**src/rtl/mega_regfile_wb_if.sv**
```systemverilog
// mega_regfile_wb_if
// Bus between the core/ALU side and the MEGA register file + write-back stage.
//   Write request : stall, wr_en, wr_word, wr_addr, wr_data
//   SREG update   : sreg_we, sreg_alu, sreg_io_we, sreg_io_data
//   Operand reads : rda_addr -> rda_data, rra_addr -> rra_data
//   Status/values : sreg, ptr_x, ptr_y, ptr_z, wb_pending
// master = core side (drives requests), slave = register file.
interface mega_regfile_wb_if;
    logic        stall;
    logic        wr_en;
    logic        wr_word;
    logic [4:0]  wr_addr;
    logic [15:0] wr_data;
    logic        sreg_we;
    logic [7:0]  sreg_alu;
    logic        sreg_io_we;
    logic [7:0]  sreg_io_data;
    logic [4:0]  rda_addr;
    logic [15:0] rda_data;
    logic [4:0]  rra_addr;
    logic [15:0] rra_data;
    logic [7:0]  sreg;
    logic [15:0] ptr_x;
    logic [15:0] ptr_y;
    logic [15:0] ptr_z;
    logic        wb_pending;

    modport master (
        output stall, wr_en, wr_word, wr_addr, wr_data,
        output sreg_we, sreg_alu, sreg_io_we, sreg_io_data,
        output rda_addr, rra_addr,
        input  rda_data, rra_data, sreg, ptr_x, ptr_y, ptr_z, wb_pending
    );

    modport slave (
        input  stall, wr_en, wr_word, wr_addr, wr_data,
        input  sreg_we, sreg_alu, sreg_io_we, sreg_io_data,
        input  rda_addr, rra_addr,
        output rda_data, rra_data, sreg, ptr_x, ptr_y, ptr_z, wb_pending
    );
endinterface

```
**src/rtl/mega_regfile_wb.sv**
```systemverilog
// mega_regfile_wb
// 32x8 general register file with a one-entry write-back register and SREG.
// ALU results are captured into the write-back register and committed to the
// array on the following edge; read ports forward the pending bytes so a
// dependent instruction sees the result without stalling.
// Ports:
//   clk  - core clock, rising edge
//   rst  - asynchronous active-low reset
//   bus  - mega_regfile_wb_if.slave (write request, SREG update, operand
//          reads, pointer pairs X/Y/Z, wb_pending)
module mega_regfile_wb #(
    parameter int unsigned REG_COUNT = 32,
    parameter logic [7:0]  SREG_RST  = 8'h00
) (
    input  logic               clk,
    input  logic               rst,
    mega_regfile_wb_if.slave   bus
);

    logic [7:0]  regs_q [REG_COUNT];
    logic        wb_valid_q;
    logic        wb_word_q;
    logic [4:0]  wb_addr_q;
    logic [15:0] wb_data_q;
    logic [7:0]  sreg_q;

    logic        capture;
    logic [4:0]  wb_addr_d;
    logic [7:0]  sreg_d;

    // ------------------------------------------------------------------
    // Capture / SREG next-state
    // ------------------------------------------------------------------
    always_comb begin
        capture   = bus.wr_en & ~bus.stall;
        // Word writes always target an even/odd pair starting on the even reg.
        wb_addr_d = bus.wr_word ? {bus.wr_addr[4:1], 1'b0} : bus.wr_addr;

        sreg_d = sreg_q;
        if (!bus.stall) begin
            if (bus.sreg_io_we)
                sreg_d = bus.sreg_io_data;
            else if (bus.sreg_we)
                sreg_d = bus.sreg_alu;
        end
    end

    // ------------------------------------------------------------------
    // State: array commit, write-back register, SREG
    // ------------------------------------------------------------------
    always_ff @(posedge clk or negedge rst) begin
        if (!rst) begin
            for (int unsigned i = 0; i < REG_COUNT; i++)
                regs_q[i] <= '0;
            wb_valid_q <= 1'b0;
            wb_word_q  <= 1'b0;
            wb_addr_q  <= '0;
            wb_data_q  <= '0;
            sreg_q     <= SREG_RST;
        end else begin
            // Commit is independent of stall so a pending write never freezes.
            if (wb_valid_q) begin
                regs_q[wb_addr_q] <= wb_data_q[7:0];
                if (wb_word_q)
                    regs_q[{wb_addr_q[4:1], 1'b1}] <= wb_data_q[15:8];
            end

            wb_valid_q <= capture;
            if (capture) begin
                wb_word_q <= bus.wr_word;
                wb_addr_q <= wb_addr_d;
                wb_data_q <= bus.wr_data;
            end

            sreg_q <= sreg_d;
        end
    end

    // ------------------------------------------------------------------
    // Forwarded read path
    // ------------------------------------------------------------------
    // One byte of the register file as seen by the next instruction: pending
    // write-back data wins over the array, byte by byte.
    function automatic logic [7:0] rd_byte(input logic [4:0] a);
        logic hit_lo;
        logic hit_hi;
        hit_lo = wb_valid_q && (a == wb_addr_q);
        hit_hi = wb_valid_q && wb_word_q && (a == {wb_addr_q[4:1], 1'b1});
        if (hit_hi)
            return wb_data_q[15:8];
        else if (hit_lo)
            return wb_data_q[7:0];
        else
            return regs_q[a];
    endfunction

    // Word read at r31 has no partner register; the high byte reads zero.
    function automatic logic [15:0] rd_word(input logic [4:0] a);
        logic [7:0] hi;
        hi = (a == 5'd31) ? 8'h00 : rd_byte(a + 5'd1);
        return {hi, rd_byte(a)};
    endfunction

    always_comb begin
        bus.rda_data   = rd_word(bus.rda_addr);
        bus.rra_data   = rd_word(bus.rra_addr);
        bus.ptr_x      = {rd_byte(5'd27), rd_byte(5'd26)};
        bus.ptr_y      = {rd_byte(5'd29), rd_byte(5'd28)};
        bus.ptr_z      = {rd_byte(5'd31), rd_byte(5'd30)};
        bus.sreg       = sreg_q;
        bus.wb_pending = wb_valid_q;
    end

endmodule

```
**src/flat_wrapper.sv**
```systemverilog
// flat-port wrapper written by rule: the top's interface ports become plain ports
module mega_regfile_wb_flat 
#(
    parameter int unsigned REG_COUNT = 32,
    parameter logic [7:0]  SREG_RST  = 8'h00
)
  (clk, rst, bus_stall, bus_wr_en, bus_wr_word, bus_wr_addr, bus_wr_data, bus_sreg_we, bus_sreg_alu, bus_sreg_io_we, bus_sreg_io_data, bus_rda_addr, bus_rra_addr, bus_rda_data, bus_rra_data, bus_sreg, bus_ptr_x, bus_ptr_y, bus_ptr_z, bus_wb_pending);
  mega_regfile_wb_if bus_i ();
  input  logic clk;
  input  logic rst;
  input wire logic [$bits(bus_i.stall)-1:0] bus_stall;
  input wire logic [$bits(bus_i.wr_en)-1:0] bus_wr_en;
  input wire logic [$bits(bus_i.wr_word)-1:0] bus_wr_word;
  input wire logic [$bits(bus_i.wr_addr)-1:0] bus_wr_addr;
  input wire logic [$bits(bus_i.wr_data)-1:0] bus_wr_data;
  input wire logic [$bits(bus_i.sreg_we)-1:0] bus_sreg_we;
  input wire logic [$bits(bus_i.sreg_alu)-1:0] bus_sreg_alu;
  input wire logic [$bits(bus_i.sreg_io_we)-1:0] bus_sreg_io_we;
  input wire logic [$bits(bus_i.sreg_io_data)-1:0] bus_sreg_io_data;
  input wire logic [$bits(bus_i.rda_addr)-1:0] bus_rda_addr;
  input wire logic [$bits(bus_i.rra_addr)-1:0] bus_rra_addr;
  output wire logic [$bits(bus_i.rda_data)-1:0] bus_rda_data;
  output wire logic [$bits(bus_i.rra_data)-1:0] bus_rra_data;
  output wire logic [$bits(bus_i.sreg)-1:0] bus_sreg;
  output wire logic [$bits(bus_i.ptr_x)-1:0] bus_ptr_x;
  output wire logic [$bits(bus_i.ptr_y)-1:0] bus_ptr_y;
  output wire logic [$bits(bus_i.ptr_z)-1:0] bus_ptr_z;
  output wire logic [$bits(bus_i.wb_pending)-1:0] bus_wb_pending;
  assign bus_i.stall = bus_stall;
  assign bus_i.wr_en = bus_wr_en;
  assign bus_i.wr_word = bus_wr_word;
  assign bus_i.wr_addr = bus_wr_addr;
  assign bus_i.wr_data = bus_wr_data;
  assign bus_i.sreg_we = bus_sreg_we;
  assign bus_i.sreg_alu = bus_sreg_alu;
  assign bus_i.sreg_io_we = bus_sreg_io_we;
  assign bus_i.sreg_io_data = bus_sreg_io_data;
  assign bus_i.rda_addr = bus_rda_addr;
  assign bus_i.rra_addr = bus_rra_addr;
  assign bus_rda_data = bus_i.rda_data;
  assign bus_rra_data = bus_i.rra_data;
  assign bus_sreg = bus_i.sreg;
  assign bus_ptr_x = bus_i.ptr_x;
  assign bus_ptr_y = bus_i.ptr_y;
  assign bus_ptr_z = bus_i.ptr_z;
  assign bus_wb_pending = bus_i.wb_pending;
  mega_regfile_wb #(.REG_COUNT(REG_COUNT), .SREG_RST(SREG_RST)) u_core (.clk(clk), .rst(rst), .bus(bus_i));
endmodule
```
**config.mk**
```make
export PLATFORM = sky130hd
export DESIGN_NAME = mega_regfile_wb_flat
export DESIGN_NICKNAME = d
export VERILOG_FILES = /design/src/rtl/mega_regfile_wb_if.sv /design/src/rtl/mega_regfile_wb.sv /design/src/flat_wrapper.sv
export SDC_FILE = /design/constraint.sdc
export NUM_CORES = 1
export LEC_CHECK = 0
export CAP_MARGIN = 20
export CORE_UTILIZATION = 30
export CTS_CLUSTER_DIAMETER = 50
export DETAILED_ROUTE_END_ITERATION = 6
export PLACE_DENSITY = 0.55
export RECOVER_POWER = 100
export SYNTH_ARGS = -nofsm -noshare
export SYNTH_HDL_FRONTEND = slang
export SYNTH_SLANG_ARGS = --single-unit
```
**constraint.sdc**
```tcl
create_clock -name clk -period 5.09 [get_ports clk]
set_input_delay 1.018 -clock clk [delete_from_list [all_inputs] [get_ports clk]]
set_output_delay 1.018 -clock clk [all_outputs]
set_load 0.05 [all_outputs]
```
* Yosys cells after proc, flatten, opt, wreduce, memory -nomap -nowiden *
Cells that the tools add are included.

word-level totals
  output and inout port bits = 89
  logic and storage cells = 137
  bits in registers = 287
  bits of input ports = 54

cells by class
  order comparisons = 8
  bitwise operators = 8
  equality and inequality tests = 19
  add/sub/neg operators = 2
  reductions and logical operators = 22
  multiplexer cells = 41

operators with widths
  cell                   number
  $bwmux W256            2
  $mux W256              1
  $mux W8                31
  $bmux W8 S5            4
  $demux W8 S5           2
  $eq A5 B5 Y1           8
  $ge A6 B6 Y1 const B   6
  $not A5 Y6             6
  $eq A5 B5 Y1 const A   6
  $logic_and A1 B1 Y1    20
  $eq A4 B4 Y1 const A   3
  $lt A6 B1 Y1 const B   2
  $add A5 B1 Y5 const B  2
  $eq A5 B5 Y1 const B   2
  $reduce_and A2 Y1      1
  $reduce_bool A2 Y1     1
  $and A1 B1 Y1          1
  $mux W1                1
  $not A1 Y1             1

* Longest topological paths before layout *
Gate-level depths: netlist of run 1.

  word-level depth = 8
  depth in mapped cells = 11
  mapped depth without buffers = 8

* Worst setup path after synthesis of run 1 *
Ideal clock, no wire load.

  path type = in2out
  from = input port bus_rra_addr[3]
  to = output port bus_rra_data[10]
  data arrival time = 4.297 ns
  cell stages on the path = 11
  path slack = -0.225 ns
  buffers on the path = 4
  data required time = 4.072 ns
  cells stage by stage = buf_2 > buf_1 > clkbuf_1 > and3_1 > ha_1 > buf_1 > xnor2_1 > and4_1 > a31oi_2 > o211ai_1 > o21ai_0

between the ends
  word-level cells in the longest chain between the ends = 8

RTL lines
  element                                      line                    source
  start, declared                              flat_wrapper.sv:21      input wire logic [$bits(bus_i.rra_addr)-1:0] bus_rra_addr;
  $add A5 B1 Y5                                mega_regfile_wb.sv:100  hi = (a == 5'd31) ? 8'h00 : rd_byte(a + 5'd1);
  $not A5 Y6 (not written as such)             mega_regfile_wb.sv:94   return regs_q[a];
  $bmux W8 S5                                  mega_regfile_wb.sv:94
  $mux W8 (not written as such) (2 in series)  mega_regfile_wb.sv:94
  $mux W8                                      mega_regfile_wb.sv:91   else if (hit_lo)
  $mux W8                                      mega_regfile_wb.sv:89   if (hit_hi)
  $mux W8 *                                    mega_regfile_wb.sv:100
  end, declared                                flat_wrapper.sv:23      output wire logic [$bits(bus_i.rra_data)-1:0] bus_rra_data;

Mark *: on every way between the ends. The rest lies on a longest branch, timed or not. The select of a mux whose other input is x is not followed.

* Worst setup path in the final report of run 1 *
  from = input port bus_rra_addr[3]
  to = output port bus_rra_data[4]

between the ends
  word-level cells in the longest chain between the ends = 6

RTL lines
  element                                      line
  $not A5 Y6 (not written as such)             mega_regfile_wb.sv:94
  $bmux W8 S5                                  mega_regfile_wb.sv:94
  $mux W8 (not written as such) (2 in series)  mega_regfile_wb.sv:94
  $mux W8                                      mega_regfile_wb.sv:91
  $mux W8 *                                    mega_regfile_wb.sv:89

Marks and branches as above.

==> flow_metrics.tcl, run 1 <==
set metrics [dict create \
    maxSlewViolCount 291 \
    synthXorXnorAreaFrac_pct 1.18 \
    netlist_top_cells_area "dfrtp_1, mux4_2, mux2_2, a21oi_1, o22ai_1" \
    initial_utilization_pct 30.5 \
    core_area_mm2 0.0704 \
    ys.flop_type "dfrtp_1" \
    synth_area_leader_cell "dfrtp_1" \
    setup_viol 0 \
    cpMostUsedCell "buf_4" \
    ys_warn_count 0 \
    rsz0062_at_grt "false" \
    r2r_slack_ns 1.90 \
    drive_gt1_share_pct 29.8 \
    seq_area_frac_synth_pct 33.4 \
    finalClockSkew_ns 0.0368 \
    path_buf_inv 4 \
    ys_top_cells_by_count "dfrtp_1, mux4_2, nand2_1" \
    dp_cells 2880 \
    power_leakage_nw 9.94 \
    synthCells 1906 \
    hold_depth 2 \
    max_freq_ghz 0.198 \
    yosysUniqueCellTypes 55 \
    fin_nets 2046 \
    overflow 0 \
    pwr-share-clk_pct 22.5 \
    cp_slowest_stage_delay_ns 0.59 \
    tightest_slew_ns 3.19 \
    hold_class "reg2reg" \
    synth_nets 1964 \
    criticalPathCategory "in2out" \
    synth-simple-area-share_pct 9.80 \
    synthMuxAreaShare_pct 38.1 \
    grt_pass1_vias 18300 \
    antenna_found_initial 1 \
    fin_cells 2962 \
    timing.rr.start "u_core.bus.wb_pending" \
    dp_hpwl_um 65800 \
    drv_cap 5 \
    peakVddDrop_mv 0.294 \
    synth_edf_count 0 \
    reg2regPathDepth 4 \
    power_switching_w 0.00587 \
    slew_headroom_pct -113 \
    n_antenna_cell 0 \
    startpoint_type "input port" \
    design_area_mm2 0.0254 \
    synth_fa_ha_area_share_pct 0.233 \
    design.die.area_mm2 0.0727 \
    drt_first_iter_violations 2399 \
    regArea_mm2 0.00719 \
    synth_area_mm2 0.0215 \
    grt_usage_pct 24.9 \
    routedWlPerCell_um 30.8 \
    n_fill_cell 6972 \
    min_from "u_core.bus.sreg[1]" \
    yosys_register_bits 287 \
    place_area_mm2 0.0242 \
    yosysMostFrequentCell "dfrtp_1" \
    p_int_w 0.00785 \
    grt_max_degree 98 \
    p_seq_share_pct 33.0 \
    die_w_um 270 \
    drt_first_pass_iters 5 \
    numCtsBuffers 45 \
    path_cells "clkdlybuf4s50_1 > buf_4 > xnor2_1 > and4_1 > o2111ai_1 > nor3b_1 > nor3_1 > buf_4 > buf_12" \
    worstPathRequired_ns 4.07 \
    slowest_stage "clkdlybuf4s50_1" \
    die_y_um 270 \
    via_per_inst 6.34 \
    clk_pin_slew_ns 0.05 \
    hold_path_end "u_core.bus.sreg[1]" \
    areaGrowthSynthToFinish_pct 18.3 \
    fin_tns_setup_ns 0 \
    vias 18800 \
    cts_setup_buffers 0 \
    switching_share_pct 42.8 \
    period_minus_slack_ns 5.05 \
    synth_top_family_by_area "multiplexers" \
    drt-total-wl_um 91200 \
    clk_latency_ns 0.61 \
    placement_rows 97 \
    clock-sinks 287 \
    crit_family "buffers and inverters" \
    drtAntennaViolNets 0 \
    cp_max_fo 22 \
    synth_top_area_share_pct 33.4 \
    async_flop_share_pct 100 \
    finalHoldViolations 0 \
    cp.depth 9 \
    io_buffers 142 \
    critPathLaunch "bus_rra_addr[3]" \
    tritoncts "built" \
    ios 143 \
    place_congestion 0.991 \
    fin_crit_sh_pct 99.3 \
    synth_compound_area_share_pct 12.3 \
    htreeDepth 2 \
    cts_hold_buf 0 \
    avgSynthCellArea_um2 11.3 \
    multi_input_area_mm2 0.0133 \
    status "finished with violations" \
    arrival_ns 4.04 \
    combPwrFrac_pct 44.4 \
    power_density_mw_per_mm2 540 \
    cts_root_buf "clkbuf_16" \
    drc 0 \
    cp-end-kind "output port" \
    grt_pass1_wl_um 133000 \
    clk_path_buf_depth 3 \
    violations "max-capacitance violations, max-slew violations" \
]
-- timing repair --
item	4_1_cts	5_1_grt
endpoints found under the setup margin	0	1
hold endpoints to repair	0	0
resized for setup	0	1
-- how the worst max path moves through the flow --
| stage | end |
|---|---|
| finish | bus_rra_data[4] |
| global placement | bus_rda_data[13] |
| global route | bus_rra_data[2] |
| CTS | bus_rda_data[13] |
| floorplan | bus_rda_data[10] |
| detailed placement | bus_rda_data[13] |
-- power groups by stage --
stage	clock network, W	registers (W)	logic, W
finish	0.00309	0.00453	0.00609
global placement	0	0.00439	0.00624
floorplan	0	0.00389	0.00425
global route	0.00323	0.00464	0.00638
detailed placement	0	0.00448	0.00626
CTS	0.00313	0.00445	0.00630
-- per-stage QoR --
stage / utilization [%] / power (W) / hold slack (ns) / setup slack (ns)
floorplan: - / 0.00814 / 0.494 / 0.0255
global placement: 34.4 / 0.0106 / 0.513 / 0.140
detailed placement: 34.4 / 0.0107 / 0.534 / 0.128
CTS: 36.5 / 0.0139 / 0.476 / 0.127
global route: 36.1 / 0.0143 / 0.573 / 0.00785
finish: 36.1 / 0.0137 / 0.537 / 0.0366
-- cell families after synthesis --
logic type,after synthesis
buffers and inverters,216
multiplexers,455
adder cells (fa/ha/maj),4
AO/OA/AOI/OAI,461
AND/OR/NAND/NOR,459
XOR/XNOR,24
flip-flops,287
-- layer usage --
layer	wire length [um]	vias up	GRT usage, %
met1	35500	9701	33.2
met5	0	-	0
met4	3680	0	9.26
met3	9850	189	6.23
met2	42200	1241	38.9
li1	-	7637	-
-- cells in the final DEF, fill, tap and decap left out, drive strengths merged, types with 56 or more instances in the layout --
| cell type | n |
|---|---|
| dfrtp | 287 |
| o22ai | 139 |
| clkdlybuf4s50 | 56 |
| o21ai | 93 |
| mux4 | 278 |
| buf | 109 |
| mux2 | 112 |
| nor2 | 150 |
| mux2i | 65 |
| clkbuf | 96 |
| a21oi | 175 |
| nand2 | 178 |
-- final cells by class --
class | count | area share (%)
Multi-Input combinational cell | 1403 | 52.2
Sequential cell | 287 | 28.3
Timing Repair Buffer | 238 | 8.83
Clock buffer | 55 | 4.86
Tap cell | 940 | 4.63
Clock inverter | 26 | 0.980
Inverter | 13 | 0.192
-- worst reg2reg max path, cell delays in order (launching register included) --
cell and delay, ns:
dfrtp_4 0.42, buf_4 0.65, nand3_1 0.39, nor2_1 1.16
mux2_2 0.43
Power figures use the tool's default switching activity.
==> run 2, diff against run 1 <==
Settings changed: PLACE_DENSITY 0.55 to 0.57.
Clock period 5.09 ns to 4.5 ns, I/O delays scaled along.
==> run 2 against run 1 <==
Sequential share of layout area shrank 0.21 points. Die area is the same. The run still ends with max-capacitance violations, max-slew violations left. Via count shrank 0.37%. Non-clock buffer count grew 15. Sequential cell count is the same. Core utilization grew 0.27 points.
==> flow_metrics.tcl, run 2 (synthesized netlist as in run 1, its figures left out) <==
set metrics [dict create \
    design.die.area_mm2 0.0727 \
    areaGrowthSynthToFinish_pct 19.2 \
    fin_tns_setup_ns 0 \
    cts_hold_buf 0 \
    slew_headroom_pct -143 \
    clk_path_buf_depth 3 \
    place_congestion 1.02 \
    whs_ns 0.535 \
    drt-total-wl_um 89900 \
    regArea_mm2 0.00719 \
    clk_pin_slew_ns 0.06 \
    multi_input_area_mm2 0.0133 \
    startpoint_type "input port" \
    grt_usage_pct 24.4 \
    drt_first_iter_violations 2400 \
    overflow 0 \
    drive_gt1_share_pct 30.9 \
    numCtsBuffers 41 \
    ios 143 \
    cp-end-kind "output port" \
    arrival_ns 3.51 \
    period_minus_slack_ns 4.41 \
    drtAntennaViolNets 0 \
    clk_latency_ns 0.58 \
    finalHoldViolations 0 \
    design_area_mm2 0.0256 \
    antenna_found_initial 0 \
    maxSlewViolCount 95 \
    cp_max_fo 14 \
    slowest_stage "clkdlybuf4s50_1" \
    final_cell_mix "dfrtp_1, mux4_2, nand2_1, a21oi_1, nor2_1" \
    tritoncts "built" \
    peakVddDrop_mv 0.367 \
    rsz0062_at_grt "false" \
    path_cells "clkdlybuf4s50_1 > buf_4 > clkbuf_4 > mux4_2 > mux2i_1 > a21oi_1 > buf_4 > buf_12" \
    grt_max_degree 106 \
    fin_cells 2972 \
    die_y_um 270 \
    via_per_inst 6.29 \
    grt_pass1_vias 18200 \
    drt_first_pass_iters 5 \
    criticalPathCategory "in2out" \
    routedWlPerCell_um 30.2 \
    place_area_mm2 0.0246 \
    layout_commonest_cell "dfrtp_1" \
    power_leakage_nw 10.1 \
    placement_rows 97 \
    die_w_um 270 \
    io_buffers 142 \
    initial_utilization_pct 30.5 \
    worstPathRequired_ns 3.60 \
    drv_cap 3 \
    setup_viol 0 \
    fin_crit_sh_pct 98.1 \
    tightest_slew_ns 3.65 \
    status "finished with violations" \
    cts_root_buf "clkbuf_16" \
    dp_cells 2895 \
    cpMostUsedCell "buf_4" \
    htreeDepth 2 \
    core_area_mm2 0.0704 \
    n_fill_cell 6902 \
    fin_nets 2057 \
    power_density_mw_per_mm2 606 \
    vias 18700 \
    grt_pass1_wl_um 130000 \
    dp_hpwl_um 65700 \
    violations "max-capacitance violations, max-slew violations" \
    finalClockSkew_ns 0.0235 \
    drc 0 \
    hold_class "reg2reg" \
    clock-sinks 287 \
    cp_slowest_stage_delay_ns 0.61 \
    max_freq_ghz 0.227 \
]
-- run 2: area by class of cell --
type / instances / area share, %
clock inverters: 17 / 0.787
clock buffers: 58 / 4.74
flip-flops and latches: 287 / 28.1
well taps: 940 / 4.60
repair buffers: 253 / 9.59
diodes: 1 / 0.00978
inverters: 13 / 0.191
multi-input cells: 1403 / 52.0
-- run 2: worst max-delay path: cells and delay by family --
kind / cells / cell delay [ns]
AOI/OAI and AO/OA: 1 / 0.16
muxes: 2 / 0.88
buffers and inverters: 5 / 1.55
-- run 2: final timing paths --
check / depth (start not counted) / end / slack [ns] / from
max in group asynchronous: 1 / async pin / 0.72 / rst
setup / recovery: 8 / bus_rra_data[5] / 0.09 / bus_rra_addr[4]
hold / removal: 2 / u_core.bus.sreg[1] / 0.54 / u_core.bus.sreg[1]
hold reg to reg: 2 / u_core.bus.sreg[1] / 0.54 / u_core.bus.sreg[1]
min in group asynchronous: 1 / async pin / 1.65 / rst
setup reg to reg: 5 / register / 1.31 / u_core.wb_addr_q[2]
-- run 2: layer usage --
layer / GRT usage [%] / wire, um / vias up
met5: 0 / 0 / -
met4: 8.88 / 3480 / 0
met3: 5.15 / 9150 / 190
met2: 38.4 / 41500 / 1230
met1: 33.1 / 35800 / 9633
li1: - / - / 7645
-- run 2: through the flow --
| stage | total power [W] | utilization, % | worst slack [ns] |
|---|---|---|---|
| 2_1_floorplan | 0.00923 | - | -0.207 |
| 3_3_place_gp | 0.0122 | 34.9 | -0.294 |
| 3_5_place_dp | 0.0123 | 34.9 | -0.224 |
| 4_1_cts | 0.0158 | 36.9 | 0.0216 |
| 5_1_grt | 0.0161 | 36.4 | 0.0395 |
| 6_report | 0.0155 | 36.4 | 0.0860 |
-- run 2: where the power goes --
group | switching (W) | total, W | internal, W
Sequential | 0.00163 | 0.00519 | 0.00356
Combinational | 0.00359 | 0.00692 | 0.00333
Clock | 0.00133 | 0.00339 | 0.00207
Total | 0.00656 | 0.0155 | 0.00895
-- run 2: repair_timing --
item | in CTS | in global routing
setup buffers | 0 | 1
endpoints found under the setup margin | 6 | 21
resized for setup | 5 | 4
